$ cat src/rtl/cpu_mc_if.sv
// cpu_mc_if: instruction-fetch and data-memory bus of the cpu_mc core.
//   imem_addr  - instruction address (core -> memory)
//   imem_data  - 16-bit instruction word, combinational response
//   dmem_req   - data access request, held until dmem_ready
//   dmem_we    - 1 = write, 0 = read
//   dmem_addr  - data address
//   dmem_wdata - store data
//   dmem_rdata - load data, sampled when dmem_ready = 1
//   dmem_ready - access complete
// master = core side, slave = memory side.
interface cpu_mc_if #(
  parameter int DATA_W = 8,
  parameter int ADDR_W = 8
);
  logic [ADDR_W-1:0] imem_addr;
  logic [15:0]       imem_data;
  logic              dmem_req;
  logic              dmem_we;
  logic [ADDR_W-1:0] dmem_addr;
  logic [DATA_W-1:0] dmem_wdata;
  logic [DATA_W-1:0] dmem_rdata;
  logic              dmem_ready;

  modport master (
    output imem_addr, input imem_data,
    output dmem_req, dmem_we, dmem_addr, dmem_wdata,
    input  dmem_rdata, dmem_ready
  );

  modport slave (
    input  imem_addr, output imem_data,
    input  dmem_req, dmem_we, dmem_addr, dmem_wdata,
    output dmem_rdata, dmem_ready
  );
endinterface

$ cat src/rtl/cpu_mc.sv
// cpu_mc: parameterised multi-cycle CPU core (FETCH / EXEC / MEM / HALT).
// Ports:
//   clk         - clock, all state updates on rising edge
//   reset       - asynchronous active-low reset
//   irq         - level interrupt request (taken in FETCH/HALT when ie = 1)
//   irq_ack     - high during the cycle the interrupt is taken
//   bus         - cpu_mc_if.master: instruction fetch + data memory handshake
//   halted      - core is in HALT
//   retired_cnt - retired-instruction counter
// Optional feature macro: CPU_MC_PERF_CNT_EN enables retired_cnt;
// when undefined retired_cnt is tied to 0.
// Instruction: [15:12] op, [11:10] rd, [9:8] rs, [7:0] imm.
module cpu_mc #(
  parameter int         DATA_W  = 8,
  parameter int         ADDR_W  = 8,
  parameter logic [7:0] IRQ_VEC = 8'hF0
) (
  input  logic        clk,
  input  logic        reset,
  input  logic        irq,
  output logic        irq_ack,
  cpu_mc_if.master    bus,
  output logic        halted,
  output logic [31:0] retired_cnt
);

  localparam logic [3:0] OP_ADD = 4'h1, OP_SUB = 4'h2, OP_AND = 4'h3,
                         OP_OR  = 4'h4, OP_XOR = 4'h5, OP_NOT = 4'h6,
                         OP_SHL = 4'h7, OP_LDI = 4'h8, OP_LD  = 4'h9,
                         OP_ST  = 4'hA, OP_JMP = 4'hB, OP_JZ  = 4'hC,
                         OP_JC  = 4'hD, OP_RETI = 4'hE, OP_HALT = 4'hF;

  typedef enum logic [1:0] {S_FETCH, S_EXEC, S_MEM, S_HALT} state_e;

  state_e            state_q, state_d;
  logic [ADDR_W-1:0] pc_q, epc_q;
  logic [15:0]       ir_q;
  logic [DATA_W-1:0] regs_q [4];
  logic              z_q, c_q, ie_q;
  logic [1:0]        eflags_q;
  logic              req_q, we_q;
  logic [ADDR_W-1:0] daddr_q;
  logic [DATA_W-1:0] wdata_q;

  // decode of the latched instruction
  logic [3:0]        op;
  logic [1:0]        rd, rs;
  logic [DATA_W-1:0] imm_d;
  logic [ADDR_W-1:0] imm_a;
  assign op    = ir_q[15:12];
  assign rd    = ir_q[11:10];
  assign rs    = ir_q[9:8];
  assign imm_d = DATA_W'(ir_q[7:0]);
  assign imm_a = ADDR_W'(ir_q[7:0]);

  // decode of the word being fetched: LD/ST load the dmem registers at the
  // fetch edge so the request is already on the bus during EXEC
  logic [3:0] f_op;
  logic [1:0] f_rd;
  logic       f_mem;
  assign f_op  = bus.imem_data[15:12];
  assign f_rd  = bus.imem_data[11:10];
  assign f_mem = (f_op == OP_LD) || (f_op == OP_ST);

  logic take_irq;
  assign take_irq = irq && ie_q && (state_q == S_FETCH || state_q == S_HALT);

  // ALU
  logic [DATA_W-1:0] a, b, alu_res;
  logic [DATA_W:0]   sum, diff;
  logic              alu_c, alu_op, jmp_taken;
  assign a    = regs_q[rd];
  assign b    = regs_q[rs];
  assign sum  = {1'b0, a} + {1'b0, b};
  assign diff = {1'b0, a} - {1'b0, b};

  always_comb begin
    alu_res = '0;
    alu_c   = 1'b0;
    alu_op  = 1'b1;
    case (op)
      OP_ADD:  begin alu_res = sum[DATA_W-1:0];  alu_c = sum[DATA_W];  end
      OP_SUB:  begin alu_res = diff[DATA_W-1:0]; alu_c = diff[DATA_W]; end
      OP_AND:  alu_res = a & b;
      OP_OR:   alu_res = a | b;
      OP_XOR:  alu_res = a ^ b;
      OP_NOT:  alu_res = ~b;
      OP_SHL:  begin alu_res = {a[DATA_W-2:0], 1'b0}; alu_c = a[DATA_W-1]; end
      default: alu_op = 1'b0;
    endcase
  end

  assign jmp_taken = (op == OP_JMP) || (op == OP_JZ && z_q) || (op == OP_JC && c_q);

  // FSM: state register
  always_ff @(posedge clk or negedge reset) begin
    if (!reset) state_q <= S_FETCH;
    else        state_q <= state_d;
  end

  // FSM: next state
  always_comb begin
    state_d = state_q;
    case (state_q)
      S_FETCH: if (!take_irq) state_d = S_EXEC;
      S_EXEC: begin
        case (op)
          OP_LD, OP_ST: state_d = S_MEM;
          OP_HALT:      state_d = S_HALT;
          default:      state_d = S_FETCH;
        endcase
      end
      S_MEM:   if (bus.dmem_ready) state_d = S_FETCH;
      S_HALT:  if (take_irq) state_d = S_FETCH;
      default: state_d = S_FETCH;
    endcase
  end

  // FSM: outputs
  always_comb begin
    irq_ack        = take_irq;
    halted         = (state_q == S_HALT);
    bus.imem_addr  = pc_q;
    bus.dmem_req   = req_q;
    bus.dmem_we    = we_q;
    bus.dmem_addr  = daddr_q;
    bus.dmem_wdata = wdata_q;
  end

  // datapath
  always_ff @(posedge clk or negedge reset) begin
    if (!reset) begin
      pc_q     <= '0;
      epc_q    <= '0;
      ir_q     <= '0;
      for (int i = 0; i < 4; i++) regs_q[i] <= '0;
      z_q      <= 1'b0;
      c_q      <= 1'b0;
      ie_q     <= 1'b1;
      eflags_q <= '0;
      req_q    <= 1'b0;
      we_q     <= 1'b0;
      daddr_q  <= '0;
      wdata_q  <= '0;
    end else begin
      case (state_q)
        S_FETCH, S_HALT: begin
          if (take_irq) begin
            // in HALT pc already points past the HALT instruction
            epc_q    <= pc_q;
            eflags_q <= {z_q, c_q};
            pc_q     <= ADDR_W'(IRQ_VEC);
            ie_q     <= 1'b0;
          end else if (state_q == S_FETCH) begin
            ir_q <= bus.imem_data;
            pc_q <= pc_q + 1'b1;
            if (f_mem) begin
              req_q   <= 1'b1;
              we_q    <= (f_op == OP_ST);
              daddr_q <= ADDR_W'(bus.imem_data[7:0]);
              wdata_q <= regs_q[f_rd];
            end
          end
        end
        S_EXEC: begin
          if (alu_op) begin
            regs_q[rd] <= alu_res;
            z_q        <= (alu_res == '0);
            c_q        <= alu_c;
          end else if (op == OP_LDI) begin
            regs_q[rd] <= imm_d;
          end else if (jmp_taken) begin
            pc_q <= imm_a;
          end else if (op == OP_RETI) begin
            pc_q       <= epc_q;
            {z_q, c_q} <= eflags_q;
            ie_q       <= 1'b1;
          end
        end
        S_MEM: begin
          if (bus.dmem_ready) begin
            req_q <= 1'b0;
            we_q  <= 1'b0;
            if (!we_q) regs_q[rd] <= bus.dmem_rdata;
          end
        end
        default: ;
      endcase
    end
  end

`ifdef CPU_MC_PERF_CNT_EN
  // retire = completing edge: EXEC for everything but LD/ST, MEM on ready
  logic [31:0] cnt_q;
  logic        retire;
  assign retire = (state_q == S_EXEC && op != OP_LD && op != OP_ST) ||
                  (state_q == S_MEM && bus.dmem_ready);
  always_ff @(posedge clk or negedge reset) begin
    if (!reset)      cnt_q <= '0;
    else if (retire) cnt_q <= cnt_q + 32'd1;
  end
  assign retired_cnt = cnt_q;
`else
  assign retired_cnt = '0;
`endif

endmodule

$ cat src/flat_wrapper.sv
// flat-port wrapper written by rule: the top's interface ports become plain ports
module cpu_mc_flat 
#(
  parameter int         DATA_W  = 8,
  parameter int         ADDR_W  = 8,
  parameter logic [7:0] IRQ_VEC = 8'hF0
)
  (clk, reset, irq, irq_ack, halted, retired_cnt, bus_imem_addr, bus_imem_data, bus_dmem_req, bus_dmem_we, bus_dmem_addr, bus_dmem_wdata, bus_dmem_rdata, bus_dmem_ready);
  cpu_mc_if #(.DATA_W(DATA_W), .ADDR_W(ADDR_W)) bus_i ();
  input  logic clk;
  input  logic reset;
  input  logic irq;
  output logic irq_ack;
  output logic halted;
  output logic [31:0] retired_cnt;
  output wire logic [$bits(bus_i.imem_addr)-1:0] bus_imem_addr;
  input wire logic [$bits(bus_i.imem_data)-1:0] bus_imem_data;
  output wire logic [$bits(bus_i.dmem_req)-1:0] bus_dmem_req;
  output wire logic [$bits(bus_i.dmem_we)-1:0] bus_dmem_we;
  output wire logic [$bits(bus_i.dmem_addr)-1:0] bus_dmem_addr;
  output wire logic [$bits(bus_i.dmem_wdata)-1:0] bus_dmem_wdata;
  input wire logic [$bits(bus_i.dmem_rdata)-1:0] bus_dmem_rdata;
  input wire logic [$bits(bus_i.dmem_ready)-1:0] bus_dmem_ready;
  assign bus_imem_addr = bus_i.imem_addr;
  assign bus_i.imem_data = bus_imem_data;
  assign bus_dmem_req = bus_i.dmem_req;
  assign bus_dmem_we = bus_i.dmem_we;
  assign bus_dmem_addr = bus_i.dmem_addr;
  assign bus_dmem_wdata = bus_i.dmem_wdata;
  assign bus_i.dmem_rdata = bus_dmem_rdata;
  assign bus_i.dmem_ready = bus_dmem_ready;
  cpu_mc #(.DATA_W(DATA_W), .ADDR_W(ADDR_W), .IRQ_VEC(IRQ_VEC)) u_core (.clk(clk), .reset(reset), .irq(irq), .irq_ack(irq_ack), .bus(bus_i), .halted(halted), .retired_cnt(retired_cnt));
endmodule
$ cat config.mk
export PLATFORM = sky130hd
export DESIGN_NAME = cpu_mc_flat
export DESIGN_NICKNAME = d
export VERILOG_FILES = /design/src/rtl/cpu_mc_if.sv /design/src/rtl/cpu_mc.sv /design/src/flat_wrapper.sv
export SDC_FILE = /design/constraint.sdc
export NUM_CORES = 1
export LEC_CHECK = 0
export ABC_AREA = 1
export ABC_CLOCK_PERIOD_IN_PS = 6100
export CAP_MARGIN = 10
export CELL_PAD_IN_SITES_DETAIL_PLACEMENT = 0
export CELL_PAD_IN_SITES_GLOBAL_PLACEMENT = 1
export CORE_UTILIZATION = 31
export DETAILED_ROUTE_END_ITERATION = 16
export PLACE_DENSITY_LB_ADDON = 0.1
export SYNTH_ARGS = -nofsm -noshare
export SYNTH_HDL_FRONTEND = slang
export SYNTH_SLANG_ARGS = --single-unit
$ cat constraint.sdc
create_clock -name clk -period 6.1 [get_ports clk]
set_input_delay 1.22 -clock clk [delete_from_list [all_inputs] [get_ports clk]]
set_output_delay 1.22 -clock clk [all_outputs]
set_load 0.05 [all_outputs]
==> results.tsv <==
metric	value	unit
post-route-min-period	4.15	ns
crit_fanout	12	
max_freq	0.241	GHz
fin_setup_tns	0	ns
async_flop_share	100	%
finalCritPeriodShare	68.0	%
met2WireLength	9300	µm
area_growth	14.8	%
post_cts_buffers	0	
portBuffers	55	
dieArea	21500	µm²
wl_per_cell	16.3	µm
yosysSeqAreaShare	34.3	%
clk_latency	0.36	ns
setup_viol	0	
rows	52	
required	4.88	ns
gp_routability_congestion	0.821	
met3_wirelength	518	µm
path_clk_slew	0.07	ns
die_x	147	µm
max_cap_viol_count	0	
hold_class	register to register	
antenna_found_initial	0	
pin_count	88	
ff2ff_path_depth	14	
critPathKind	primary input to output port	
root_buffer	clkbuf_16	
grt_use_total	20.2	%
clock_path_buffers	2	
synth_flop_cell	dfrtp_1	
pre_cts_ws	1.97	ns
core-area	20400	µm²
syn_inst	959	
post_cts_resize_count	0	
synth_area	6490	µm²
routed.top_layer	met4	
status	finished clean	
min_path_cells	2	
dpl.hpwl	16000	µm
fin_nets	1064	
endpoint_kind	output port	
synth_edf_count	0	
htree_levels	3	
n_antenna_cell	0	
worst_slew_pin_slew	0.747	ns
vias	5976	
grt_max_degree	47	
finClkSkew	0.0118	ns
synth_seq_cells	89	
drtAntennaViolNets	0	
clock_sink_count	89	
postCtsHoldBufs	0	
grt_pass1_vias	5834	
rsz0062_at_grt	no	
maxSlewViolCount	0	
drive_gt1_share	6.24	%
crit_arrival	2.93	ns
cts_tree	done	
routed_wl	20800	µm
drc_errors	0	
fin_ws	1.95	ns
hold_violations	0	
ys_types	48	
drt-initial-drc-count	296	
cts_buffers	9	
dieHeight	147	µm
critPathLaunchType	primary input	
relSlewSlack	50.0	%
viasPerCell	4.67	
grt_overflow_total	0	
avgSynthCellArea	6.77	µm²
drt_pass1_iterations	5	
start_util	31.9	%
grt_pass1_wl	33200	µm
yosysWarnings	0	
wl_met1	10700	µm
synthesized netlist by cell type (2+ instances only):
library cell	count	area share, %
fa_1	2	0.62
nor2_1	72	4.2
a31oi_1	8	0.77
nand2_1	302	17
o211ai_1	2	0.23
ha_1	30	5.8
inv_2	10	0.58
buf_4	35	4.0
o21ai_0	76	5.9
nor4_1	2	0.19
inv_1	110	6.4
nor3_1	4	0.31
or2_1	2	0.19
nand2_2	4	0.39
o22ai_2	2	0.39
o21ai_1	17	1.3
nor2_4	2	0.35
nand3_1	76	5.9
nand4_1	7	0.67
clkinv_1	2	0.12
dfrtp_1	88	34
o22ai_1	2	0.19
o22a_1	3	0.40
clkbuf_1	13	0.75
o21a_1	4	0.46
nand3b_1	2	0.23
a21oi_1	40	3.1
nor2_2	7	0.67
o31ai_1	4	0.46
or2_2	4	0.39
buf_6	3	0.52
buf_2	8	0.62
cells in the final DEF (no fill, tap or decap), drive strengths merged, types with 2 or more instances in the layout:
master | Yosys | layout
a21oi | 40 | 40
a31oi | 8 | 8
buf | 46 | 8
clkbuf | 13 | 10
clkdlybuf4s50 | 0 | 54
clkinv | 3 | 5
conb | 1 | 32
dfrtp | 88 | 88
fa | 2 | 2
ha | 30 | 30
inv | 121 | 124
nand2 | 307 | 307
nand3 | 78 | 78
nand3b | 2 | 2
nand4 | 8 | 8
nor2 | 81 | 81
nor3 | 4 | 4
nor4 | 2 | 2
o211ai | 3 | 3
o21a | 4 | 4
o21ai | 93 | 93
o22a | 4 | 4
o22ai | 4 | 4
o31ai | 4 | 4
or2 | 7 | 7
final timing paths:
kind / startpoint / to / slack (ns)
max reg2reg: u_core.ir_q[9] / u_core.regs_q[18] / 2.57
max in group asynchronous: reset / u_core.eflags_q[1] / 4.18
min in group asynchronous: reset / u_core.regs_q[29] / 0.88
max: irq / irq_ack / 1.95
min reg2reg: u_core.epc_q[4] / u_core.epc_q[4] / 0.47
min: u_core.epc_q[4] / u_core.epc_q[4] / 0.47
registers in the layout (all words and copies together) (netlist names):
name	flops
u_core.regs_q	32
u_core.ir_q	16
u_core.bus.dmem_addr	8
u_core.bus.dmem_wdata	8
u_core.bus.imem_addr	8
u_core.epc_q	8
u_core.eflags_q	2
u_core.state_q	2
u_core.bus.dmem_req	1
u_core.bus.dmem_we	1
u_core.c_q	1
u_core.ie_q	1
u_core.z_q	1
layer usage:
metal	vias up	global-route usage (%)
li1	3088	-
met1	2778	29.3
met2	93	31.5
met3	17	2.55
met4	0	5.00
met5	-	0
cell families (layout without fill, tap and decap cells):
family | Yosys count | in the layout | share of synthesized area [%]
DFF | 89 | 89 | 34.3
other | 1 | 32 | 0.0578
AOI/OAI and AO/OA | 163 | 163 | 13.9
adders and majority gates | 32 | 32 | 6.40
buffers and inverters | 183 | 202 | 13.2
and+or+nand+nor | 490 | 490 | 32.0
xor gates and xnor gates | 1 | 1 | 0.135
final cells by class:
class | count | area, µm²
clock buffer | 10 | 239
inverter | 124 | 469
timing repair buffer | 62 | 601
fill | 2285 | 12900
tap | 270 | 338
clock inverter | 6 | 47.5
multi-input combinational | 718 | 3530
sequential | 89 | 2230
stage by stage:
stage / area [µm²] / utilization, % / cells / hold slack, ns
CTS: 7450 / 36.6 / 1279 / 0.473
floorplan: 6610 / - / 990 / 0.437
detailed placement: 7160 / 35.2 / 1263 / 0.456
finish: 7450 / 36.6 / 1279 / 0.468
global route: 7450 / 36.6 / 1279 / 0.502
global placement: 7160 / 35.2 / 1263 / 0.451
worst max-delay path, stage by stage:
cell             delay (ns)
clkdlybuf4s50_1        0.45
nand2_1                0.09
nor2_1                 0.12
buf_4                  0.20
clkdlybuf4s50_1        0.83
Power is not shown: default switching activity piles up to over one toggle a cycle in this logic, so the estimate is an artifact.
